File: src/rtl/main_mem_ctrl_if.sv
`default_nettype none
// ============================================================================
//  Module   : main_mem_ctrl_if
//  Purpose  : Request/ack bus between the cache and the backing-store controller.
//  Revision : 1.0
// ============================================================================
interface main_mem_ctrl_if #(
   parameter int ADDR_W = 5,
   parameter int DATA_W = 13
);
   logic              req;
   logic [1:0]        op;
   logic [ADDR_W-1:0] addr;
   logic [DATA_W-1:0] wdata;
   logic [ADDR_W-1:0] wb_addr;
   logic [DATA_W-1:0] wb_data;
   logic              busy;
   logic              ack;
   logic [DATA_W-1:0] rdata;
   logic              err;

   modport master (
      output req, op, addr, wdata, wb_addr, wb_data,
      input  busy, ack, rdata, err
   );

   modport slave (
      input  req, op, addr, wdata, wb_addr, wb_data,
      output busy, ack, rdata, err
   );
endinterface
`default_nettype wire

File: src/rtl/main_mem_ctrl.sv
`default_nettype none
// ============================================================================
//  Module   : main_mem_ctrl
//  Purpose  : Slow word-array backing store servicing cache fills and victim
//             write-backs. Optional macro MAIN_MEM_STATS_EN adds access counters.
//  Revision : 1.0
// ============================================================================
module main_mem_ctrl #(
   parameter int ADDR_W  = 5,
   parameter int DATA_W  = 13,
   parameter int LATENCY = 4
) (
   input  wire logic         i_clock,
   input  wire logic         i_reset,
   main_mem_ctrl_if.slave    io_bus
`ifdef MAIN_MEM_STATS_EN
   ,
   output logic [15:0]       o_rd_count,
   output logic [15:0]       o_wr_count
`endif
);

   localparam int c_DEPTH = 2 ** ADDR_W;
   localparam int c_CNT_W = (LATENCY > 1) ? $clog2(LATENCY) : 1;
   localparam logic [c_CNT_W-1:0] c_CNT_INIT = c_CNT_W'(LATENCY - 1);

   localparam logic [1:0] c_OP_READ   = 2'b00;
   localparam logic [1:0] c_OP_WRITE  = 2'b01;
   localparam logic [1:0] c_OP_WBFILL = 2'b10;

   typedef enum logic [1:0] {
      S_IDLE    = 2'd0,
      S_WAIT_WB = 2'd1,
      S_WAIT    = 2'd2,
      S_RESP    = 2'd3
   } state_t;

   state_t              r_state;
   state_t              w_state_nxt;
   logic [c_CNT_W-1:0]  r_cnt;
   logic [c_CNT_W-1:0]  w_cnt_nxt;

   logic [1:0]          r_op;
   logic [ADDR_W-1:0]   r_addr;
   logic [DATA_W-1:0]   r_wdata;
   logic [ADDR_W-1:0]   r_wb_addr;
   logic [DATA_W-1:0]   r_wb_data;

   logic [DATA_W-1:0]   r_mem [c_DEPTH];
   logic [DATA_W-1:0]   r_rdata;
   logic [DATA_W-1:0]   w_rdata_nxt;
   logic                r_busy;
   logic                r_ack;
   logic                r_err;

   logic                w_latch;
   logic                w_mem_we;
   logic [ADDR_W-1:0]   w_mem_waddr;
   logic [DATA_W-1:0]   w_mem_wdata;
   logic                w_mem_re;
   logic                w_err_nxt;

   always_ff @(posedge i_clock) begin
      if (i_reset) begin
         r_state <= S_IDLE;
         r_cnt   <= '0;
      end else begin
         r_state <= w_state_nxt;
         r_cnt   <= w_cnt_nxt;
      end
   end

   always_comb begin
      w_state_nxt = r_state;
      w_cnt_nxt   = r_cnt;
      w_latch     = 1'b0;
      w_mem_we    = 1'b0;
      w_mem_waddr = r_addr;
      w_mem_wdata = r_wdata;
      w_mem_re    = 1'b0;
      w_err_nxt   = 1'b0;
      w_rdata_nxt = r_rdata;

      case (r_state)
         S_IDLE: begin
            if (io_bus.req) begin
               w_latch   = 1'b1;
               w_cnt_nxt = c_CNT_INIT;
               case (io_bus.op)
                  c_OP_WBFILL: w_state_nxt = S_WAIT_WB;
                  c_OP_READ,
                  c_OP_WRITE:  w_state_nxt = S_WAIT;
                  default: begin
                     // Illegal op: one pass through WAIT with an expired counter,
                     // so the error ack lands one edge after acceptance.
                     w_state_nxt = S_WAIT;
                     w_cnt_nxt   = '0;
                  end
               endcase
            end
         end

         S_WAIT_WB: begin
            if (r_cnt == '0) begin
               w_mem_we    = 1'b1;
               w_mem_waddr = r_wb_addr;
               w_mem_wdata = r_wb_data;
               w_cnt_nxt   = c_CNT_INIT;
               w_state_nxt = S_WAIT;
            end else begin
               w_cnt_nxt = r_cnt - 1'b1;
            end
         end

         S_WAIT: begin
            if (r_cnt == '0) begin
               w_state_nxt = S_RESP;
               case (r_op)
                  c_OP_READ,
                  c_OP_WBFILL: begin
                     w_mem_re    = 1'b1;
                     w_rdata_nxt = r_mem[r_addr];
                  end
                  c_OP_WRITE: begin
                     w_mem_we    = 1'b1;
                     w_mem_waddr = r_addr;
                     w_mem_wdata = r_wdata;
                     w_rdata_nxt = r_wdata;
                  end
                  default: w_err_nxt = 1'b1;
               endcase
            end else begin
               w_cnt_nxt = r_cnt - 1'b1;
            end
         end

         S_RESP: w_state_nxt = S_IDLE;

         default: w_state_nxt = S_IDLE;
      endcase
   end

   always_ff @(posedge i_clock) begin
      if (i_reset) begin
         r_op      <= '0;
         r_addr    <= '0;
         r_wdata   <= '0;
         r_wb_addr <= '0;
         r_wb_data <= '0;
      end else if (w_latch) begin
         r_op      <= io_bus.op;
         r_addr    <= io_bus.addr;
         r_wdata   <= io_bus.wdata;
         r_wb_addr <= io_bus.wb_addr;
         r_wb_data <= io_bus.wb_data;
      end
   end

   // Array resets to an identity pattern so every word holds its own address.
   always_ff @(posedge i_clock) begin
      if (i_reset) begin
         for (int i = 0; i < c_DEPTH; i++) begin
            r_mem[i] <= DATA_W'(i);
         end
      end else if (w_mem_we) begin
         r_mem[w_mem_waddr] <= w_mem_wdata;
      end
   end

   always_ff @(posedge i_clock) begin
      if (i_reset) begin
         r_rdata <= '0;
         r_busy  <= 1'b0;
         r_ack   <= 1'b0;
         r_err   <= 1'b0;
      end else begin
         r_rdata <= w_rdata_nxt;
         r_busy  <= (w_state_nxt != S_IDLE);
         r_ack   <= (w_state_nxt == S_RESP);
         r_err   <= w_err_nxt;
      end
   end

   assign io_bus.busy  = r_busy;
   assign io_bus.ack   = r_ack;
   assign io_bus.rdata = r_rdata;
   assign io_bus.err   = r_err;

`ifdef MAIN_MEM_STATS_EN
   logic [15:0] r_rd_count;
   logic [15:0] r_wr_count;

   always_ff @(posedge i_clock) begin
      if (i_reset) begin
         r_rd_count <= '0;
         r_wr_count <= '0;
      end else begin
         if (w_mem_re && (r_rd_count != 16'hFFFF)) begin
            r_rd_count <= r_rd_count + 16'd1;
         end
         if (w_mem_we && (r_wr_count != 16'hFFFF)) begin
            r_wr_count <= r_wr_count + 16'd1;
         end
      end
   end

   assign o_rd_count = r_rd_count;
   assign o_wr_count = r_wr_count;
`else
   logic w_unused_re;
   assign w_unused_re = w_mem_re;
`endif

endmodule
`default_nettype wire

File: src/flat_wrapper.sv
// flat-port wrapper written by rule: the top's interface ports become plain ports
module main_mem_ctrl_flat 
#(
   parameter int ADDR_W  = 5,
   parameter int DATA_W  = 13,
   parameter int LATENCY = 4
)
  (i_clock, i_reset, io_bus_req, io_bus_op, io_bus_addr, io_bus_wdata, io_bus_wb_addr, io_bus_wb_data, io_bus_busy, io_bus_ack, io_bus_rdata, io_bus_err);
  main_mem_ctrl_if #(.ADDR_W(ADDR_W), .DATA_W(DATA_W)) io_bus_i ();
  input  wire logic i_clock;
  input  wire logic i_reset;
  input wire logic [$bits(io_bus_i.req)-1:0] io_bus_req;
  input wire logic [$bits(io_bus_i.op)-1:0] io_bus_op;
  input wire logic [$bits(io_bus_i.addr)-1:0] io_bus_addr;
  input wire logic [$bits(io_bus_i.wdata)-1:0] io_bus_wdata;
  input wire logic [$bits(io_bus_i.wb_addr)-1:0] io_bus_wb_addr;
  input wire logic [$bits(io_bus_i.wb_data)-1:0] io_bus_wb_data;
  output wire logic [$bits(io_bus_i.busy)-1:0] io_bus_busy;
  output wire logic [$bits(io_bus_i.ack)-1:0] io_bus_ack;
  output wire logic [$bits(io_bus_i.rdata)-1:0] io_bus_rdata;
  output wire logic [$bits(io_bus_i.err)-1:0] io_bus_err;
  assign io_bus_i.req = io_bus_req;
  assign io_bus_i.op = io_bus_op;
  assign io_bus_i.addr = io_bus_addr;
  assign io_bus_i.wdata = io_bus_wdata;
  assign io_bus_i.wb_addr = io_bus_wb_addr;
  assign io_bus_i.wb_data = io_bus_wb_data;
  assign io_bus_busy = io_bus_i.busy;
  assign io_bus_ack = io_bus_i.ack;
  assign io_bus_rdata = io_bus_i.rdata;
  assign io_bus_err = io_bus_i.err;
  main_mem_ctrl #(.ADDR_W(ADDR_W), .DATA_W(DATA_W), .LATENCY(LATENCY)) u_core (.i_clock(i_clock), .i_reset(i_reset), .io_bus(io_bus_i));
endmodule
File: config.mk
export PLATFORM = sky130hd
export DESIGN_NAME = main_mem_ctrl_flat
export DESIGN_NICKNAME = d
export VERILOG_FILES = /design/src/rtl/main_mem_ctrl_if.sv /design/src/rtl/main_mem_ctrl.sv /design/src/flat_wrapper.sv
export SDC_FILE = /design/constraint.sdc
export NUM_CORES = 1
export LEC_CHECK = 0
export ABC_CLOCK_PERIOD_IN_PS = 4900
export CAP_MARGIN = 40
export CORE_ASPECT_RATIO = 0.7
export CORE_UTILIZATION = 24
export CTS_CLUSTER_SIZE = 25
export DETAILED_ROUTE_END_ITERATION = 8
export PLACE_DENSITY_LB_ADDON = 0.25
export SYNTH_ARGS = -nofsm -noshare
export SYNTH_HDL_FRONTEND = slang
export SYNTH_SLANG_ARGS = --single-unit
File: constraint.sdc
create_clock -name i_clock -period 4.9 [get_ports i_clock]
set_clock_uncertainty 0.05 [all_clocks]
set_input_delay 1.47 -clock i_clock [delete_from_list [all_inputs] [get_ports i_clock]]
set_output_delay 1.47 -clock i_clock [all_outputs]
set_load 0.02 [all_outputs]
==> run_results.csv, run 1 <==
group,metric,value,unit
run_status,outcome,"completed",
yosys,synthMuxAreaShare,0.128,
critical_path,path_max_fanout,20,
grt,grt_pass1_wl,105000,um
floorplanning,die-area,91300,um2
clock_tree,cts_num_sinks,479,
floorplanning,die_x,361,um
sta,fin_crit_sh,0.778,
clock_tree,cts_root_buf,"clkbuf_16",
clock_tree,postCtsHoldBufs,0,
sta,tightest_slew,0.900,ns
place,dp_hpwl,51200,um
drt,via_per_inst,5.05,
sta,finalCriticalPeriod,3.81,ns
critical_path,ff2ff_setup_slack,1.09,ns
pwr,power_frac_clock,0.325,
clock_tree,h-tree-depth,2,
final_layout,final_nets,1762,
pwr,p_leak,7.66,nW
yosys,synth-async-reset-ratio,0,
pwr,internal-power,7.78,mW
yosys,synth_ff_type,"edfxtp_1",
sta,hold_violations,0,
grt,grt_max_degree,61,
yosys,ys_types,61,
critical_path,cp_top_family,"simple AND/OR/NAND/NOR gates",
yosys,synth-simple-area-share,0.141,
sta,max_freq,262,MHz
drt,routedWlPerCell,25.3,um
grt,grtUsageTotal,0.160,
drt,drc,0,
grt,grt_pass1_vias,14200,
critical_path,cp_cell_sequence,"inv_1 > ha_1 > nand2_4 > mux2_2 > nand2_1 > o21bai_1 > buf_4",
pwr,power.density,460,nW/um2
critical_path,critPathSlowestCell,"mux2_2",
clock_tree,clock_latency,0.61,ns
drt,routed_wirelength,73900,um
yosys,yosys.area_share.adder,0.00463,
critical_path,critPathKind,"flop to flop",
hold_path,worstHoldPathType,"flop to flop",
floorplanning,core,88700,um2
yosys,syn_inst,1681,
clock_tree,cts_tree,"yes",
place,placed_cell_area,23800,um2
place,gp_congestion,0.872,
sta,setup_viol_count_final,0,
drt,first_pass_iters,7,
sta,drv_slew,0,
floorplanning,die_y,253,um
critical_path,crit_path_max_incr_delay,0.71,ns
grt,antenna_found_initial,3,
place,portBuffers,56,
critical_path,cp_data_required_time,5.14,ns
critical_path,crit_path_end_kind,"flop",
clock_tree,clk_pin_slew,0.06,ns
final_layout,design_area,25400,um2
pwr,switching_share,0.334,
floorplanning,rows,91,
sta,fin_tns_setup,0,ns
yosys,ys_warn_count,0,
grt,grt.overflow.total,0,
yosys,syn-cell-area,21600,um2
critical_path,crit_buf_inv,2,
drt,vias,14700,
final_layout,areaGrowthSynthToFinish,17.4,%
clock_tree,cts_buffers,48,
sta,rsz0062_at_grt,"false",
drt,drtIter0Drc,1763,
yosys,synth_top_family_by_area,"simple AND/OR/NAND/NOR gates",
yosys,ys_seq_area_frac,0.636,
sta,relSlewSlack,0.398,
final_layout,drive_gt1_frac,0.155,
yosys,synth_compound_area_frac,0.0552,
floorplanning,io_pins,57,
run,cap_viol_max_count,0,
final_layout,nFillCells,8994,
clock_tree,ctsResizeCount,0,
drt,ant_nets,0,
place,place_ws,0.621,ns
clock_tree,clockBufferDepth,3,
yosys,synth-xor-area-share,0,
pwr,seqPwrFrac,0.424,
clock_tree,post_cts_buffers,0,
yosys,synth-edff-count,416,
floorplanning,initial_core_util,0.244,
critical_path,start_kind,"flop",
yosys,ys_seq_elements,479,
yosys,syn_nets,1730,
pwr,peakVddDrop,0.000246,V
pwr,power.switching,3.90,mW
pwr,finalPower,11.7,mW
sta,setup_slack,1.09,ns
yosys,syn_avg_cell_area,12.9,um2
pwr,combPwrFrac,0.251,
critical_path,arrival,4.05,ns
==> cell families after synthesis <==
| group | Yosys count |
|---|---|
| AO/OA/AOI/OAI | 178 |
| adder cells (fa/ha/maj) | 8 |
| buffers and inverters | 166 |
| flip-flops | 479 |
| multiplexers | 191 |
| AND/OR/NAND/NOR | 659 |
==> cells in the mapped netlist (4+ instances only) <==
cell / n / area, um2
and2_1: 9 / 56.3
and3_1: 4 / 25.0
nor3_2: 5 / 50.1
a22oi_1: 23 / 173
a21o_1: 12 / 90.1
mux4_2: 66 / 1490
o2111ai_1: 7 / 61.3
or3_1: 11 / 68.8
inv_1: 9 / 33.8
a22o_1: 4 / 35.0
a211oi_1: 9 / 67.6
ha_1: 8 / 100
buf_4: 12 / 90.1
nand4_1: 10 / 62.6
buf_2: 62 / 310
nand2_1: 149 / 559
nor3_1: 157 / 786
nand3b_1: 6 / 45.0
nor2_1: 225 / 845
dfxtp_1: 63 / 1260
nor2b_1: 8 / 50.1
buf_1: 21 / 78.8
o21ai_0: 21 / 105
nand2b_1: 18 / 113
nand3_1: 39 / 195
a21oi_1: 49 / 245
o22ai_1: 8 / 50.1
mux2i_1: 112 / 1120
nor2_2: 4 / 25.0
edfxtp_1: 416 / 12500
mux2_2: 11 / 124
clkbuf_1: 59 / 221
o21a_1: 7 / 52.6
o21bai_1: 11 / 82.6
==> final timing paths <==
check                                       to                        startpoint  cells past startpoint
min           u_core.r_wb_data[0]$_SDFFE_PP0P_  u_core.r_wb_data[0]$_SDFFE_PP0P_                      2
max reg2reg  u_core.r_mem[30][7]$_SDFFCE_PN0P_      u_core.r_cnt[0]$_SDFFE_PP0P_                      7
max          u_core.r_mem[30][7]$_SDFFCE_PN0P_      u_core.r_cnt[0]$_SDFFE_PP0P_                      7
min reg2reg   u_core.r_wb_data[0]$_SDFFE_PP0P_  u_core.r_wb_data[0]$_SDFFE_PP0P_                      2
==> tightest hold or removal path, stage by stage (launching register included) <==
cell and delay (ns):
dfxtp_1 0.32, nand2_1 0.05, a21oi_1 0.05
==> registers in the layout, indices dropped and copies added (netlist names), 5 cells and up, named ones only <==
register,flops
u_core.r_addr,5
u_core.io_bus.rdata,13
u_core.r_wb_addr,5
u_core.r_mem,416
u_core.r_wdata,13
u_core.r_wb_data,13
==> layout by cell type, fill, tap and decap left out, types with 11 or more instances in the layout <==
master	synthesis	routed
a21o_1	12	12
a21oi_1	49	48
a22oi_1	23	23
buf_4	12	71
clkbuf_16	0	49
clkdlybuf4s50_1	0	55
clkinv_1	0	14
dfxtp_1	63	60
edfxtp_1	416	416
mux2_2	11	11
mux2i_1	112	100
mux4_2	66	66
nand2_1	149	149
nand2b_1	18	18
nand3_1	39	36
nor2_1	225	224
nor3_1	157	156
o21ai_0	21	21
o21bai_1	11	11
or3_1	11	11
==> stage by stage <==
stage / instances / utilization / hold WS [ns]
floorplan: 1681 / - / 0.386
global placement: 2812 / 0.266 / 0.412
detailed placement: 2824 / 0.268 / 0.410
CTS: 2914 / 0.286 / 0.418
global route: 2915 / 0.286 / 0.437
finish: 2916 / 0.286 / 0.420
==> power groups by stage <==
| stage | combinational [mW] | sequential, mW | clock, mW |
|---|---|---|---|
| final | 2.93 | 4.95 | 3.80 |
| after global routing | 3.08 | 4.98 | 4.00 |
| after CTS | 2.89 | 4.95 | 3.86 |
| after detailed placement | 2.88 | 5.04 | 0 |
| after global placement | 2.78 | 5.03 | 0 |
| after floorplan | 1.66 | 4.88 | 0 |
==> layout make-up <==
class / count / area [um2] / share of cell area
Multi-Input combinational cell: 1036 / 7270 / 0.286
Clock inverter: 31 / 298 / 0.0117
Clock buffer: 59 / 1260 / 0.0498
Sequential cell: 479 / 13800 / 0.542
Timing Repair Buffer: 139 / 1310 / 0.0516
Inverter: 9 / 33.8 / 0.00133
Antenna cell: 1 / 2.50 / 0.0000986
Tap cell: 1162 / 1450 / 0.0573
==> routing by layer <==
layer	vias to the layer above	global-route usage	routed length (um)
li1	6328	-	-
met1	7589	0.254	36800
met2	699	0.212	28700
met3	96	0.0359	6680
met4	0	0.0370	1640
met5	-	0	0
Note: power is estimated with default switching activity, not from simulation.
==> run 2, diff against run 1 <==
--- a/config.mk
+++ b/config.mk
@@ -5,7 +5,7 @@
 export SDC_FILE = /design/constraint.sdc
 export NUM_CORES = 1
 export LEC_CHECK = 0
-export ABC_CLOCK_PERIOD_IN_PS = 4900
+export ABC_CLOCK_PERIOD_IN_PS = 3470
 export CAP_MARGIN = 40
 export CORE_ASPECT_RATIO = 0.7
 export CORE_UTILIZATION = 24
==> constraint.sdc (replaced) <==
create_clock -name i_clock -period 3.47 [get_ports i_clock]
set_clock_uncertainty 0.05 [all_clocks]
set_input_delay 1.041 -clock i_clock [delete_from_list [all_inputs] [get_ports i_clock]]
set_output_delay 1.041 -clock i_clock [all_outputs]
set_load 0.02 [all_outputs]
==> run 2 against run 1 <==
  * Setup slack worse by 0.94 ns
  * Flip-flop and latch count unchanged
  * Register-to-register slack worse by 0.94 ns
  * Utilization up 0.46 points
  * Wire length up 3.1%
  * Critical path type unchanged
  * Maximum frequency up 15%
  * Die area unchanged
  * Count of clock-buffer cells in the layout up 11
  * Hold slack better by 0.0021 ns
  * Power up 41%
  * Via count up 1.7%
==> run_results.csv, run 2 (synthesis gave the netlist of run 1 again) <==
group,metric,value,unit
run_status,outcome,"completed",
drt,drtIter0Drc,1952,
floorplanning,core,88700,um2
clock_tree,cts_tree,"yes",
drt,via_per_inst,5.02,
grt,grt_pass1_wl,109000,um
sta,fin_tns_setup,0,ns
sta,drv_slew,0,
sta,tightest_slew,0.919,ns
critical_path,critPathLaunch,"u_core.r_state[1]$_SDFF_PP0_",
critical_path,ff2ff_path_depth,7,
sta,setup_viol_count_final,0,
sta,hold_violations,0,
clock_tree,post_cts_buffers,0,
clock_tree,cts_root_buf,"clkbuf_16",
run,cap_viol_max_count,0,
grt,antenna_found_initial,3,
final_layout,drive_gt1_frac,0.187,
floorplanning,die_y,253,um
floorplanning,initial_core_util,0.244,
final_layout,final_common_cell,"edfxtp_1",
critical_path,crit_path_end_kind,"flop",
final_layout,layout_common_cells,"edfxtp_1, nor2_1, nor3_1, nand2_1, buf_4",
clock_tree,clockBufferDepth,3,
clock_tree,h-tree-depth,2,
final_layout,regMostFlops,"u_core.r_mem",
grt,grt_pass1_vias,14800,
floorplanning,die-area,91300,um2
floorplanning,io_pins,57,
pwr,peakVddDrop,0.000356,V
hold_path,whs_path_depth,2,
pwr,p_leak,7.95,nW
sta,finalCriticalPeriod,3.32,ns
critical_path,timing.rr.start,"u_core.r_state[1]$_SDFF_PP0_",
floorplanning,rows,91,
sta,setup_slack,0.146,ns
final_layout,final_nets,1826,
final_layout,largest_reg_flops,416,
place,place_ws,0.0767,ns
drt,drc,0,
sta,max_freq,301,MHz
drt,ant_nets,0,
critical_path,arrival,3.55,ns
hold_path,worstHoldStart,"u_core.r_wb_data[3]$_SDFFE_PP0P_",
place,dp_hpwl,53800,um
drt,vias,15000,
drt,routed_wirelength,76200,um
clock_tree,postCtsHoldBufs,0,
clock_tree,cts_num_sinks,479,
critical_path,critPathKind,"flop to flop",
place,portBuffers,56,
pwr,power.density,638,nW/um2
final_layout,areaGrowthSynthToFinish,19.3,%
hold_path,worstHoldPathType,"flop to flop",
sta,rsz0062_at_grt,"false",
place,gp_congestion,0.922,
sta,fin_crit_sh,0.958,
drt,first_pass_iters,5,
grt,grtUsageTotal,0.166,
final_layout,nFillCells,8977,
grt,grt_max_degree,46,
clock_tree,clk_pin_slew,0.06,ns
clock_tree,ctsResizeCount,0,
grt,grt.overflow.total,0,
critical_path,path_max_fanout,11,
floorplanning,die_x,361,um
sta,relSlewSlack,0.374,
critical_path,start_kind,"flop",
critical_path,cp_data_required_time,3.70,ns
drt,routedWlPerCell,25.6,um
clock_tree,cts_buffers,47,
clock_tree,clock_latency,0.59,ns
-- run 2: path summary, 6_finish.rpt --
check | endpoint | slack (ns)
hold / removal | u_core.r_wb_data[3]$_SDFFE_PP0P_ | 0.42
setup / recovery | u_core.r_mem[30][1]$_SDFFCE_PN1P_ | 0.15
setup reg to reg | u_core.r_mem[30][1]$_SDFFCE_PN1P_ | 0.15
hold reg to reg | u_core.r_wb_data[3]$_SDFFE_PP0P_ | 0.42
-- run 2: layout make-up --
class | count | area (um2) | area share
inverters | 9 | 33.8 | 0.00131
well taps | 1162 | 1450 | 0.0564
diodes | 1 | 2.50 | 0.0000970
flip-flops and latches | 479 | 13800 | 0.534
multi-input cells | 1036 | 7260 | 0.281
clock inverters | 17 | 133 | 0.00514
repair buffers | 204 | 1780 | 0.0689
clock buffers | 70 | 1370 | 0.0532
-- run 2: metal layers --
layer,GRT usage,wire length [um],up-vias
li1,-,-,6433
met3,0.0359,7190,73
met2,0.224,30300,697
met5,0,0,-
met1,0.265,37700,7753
met4,0.0274,981,0
-- run 2: report_power, final --
part	internal, mW	switching [mW]
Combinational	1.47	2.86
Sequential	6.57	0.362
Clock	2.88	2.31
-- run 2: through the flow --
stage	total power [mW]	instance area (um2)	instances	util	hold WS, ns
2_1_floorplan	9.24	21600	1681	-	0.386
3_3_place_gp	11.3	24300	2889	0.274	0.416
3_5_place_dp	11.3	24300	2890	0.274	0.415
4_1_cts	16.5	25800	2977	0.291	0.424
5_1_grt	17.0	25800	2977	0.291	0.433
6_report	16.5	25800	2978	0.291	0.422
-- run 2: worst max-delay path: stages, from the launching register on --
cell	delay, ns
dfxtp_1	0.43
inv_1	0.11
ha_1	0.31
nand2_4	0.20
mux2i_2	0.78
nand3_2	0.54
o21bai_1	0.33
buf_4	0.26
==> run 3, diff against run 2 <==
--- a/config.mk
+++ b/config.mk
@@ -12,6 +12,7 @@
 export CTS_CLUSTER_SIZE = 25
 export DETAILED_ROUTE_END_ITERATION = 8
 export PLACE_DENSITY_LB_ADDON = 0.25
+export SKIP_CTS_REPAIR_TIMING = 1
 export SYNTH_ARGS = -nofsm -noshare
 export SYNTH_HDL_FRONTEND = slang
 export SYNTH_SLANG_ARGS = --single-unit
==> results of run 3 <==
No change in the layout: final DEF, timing and power equal those of run 2.
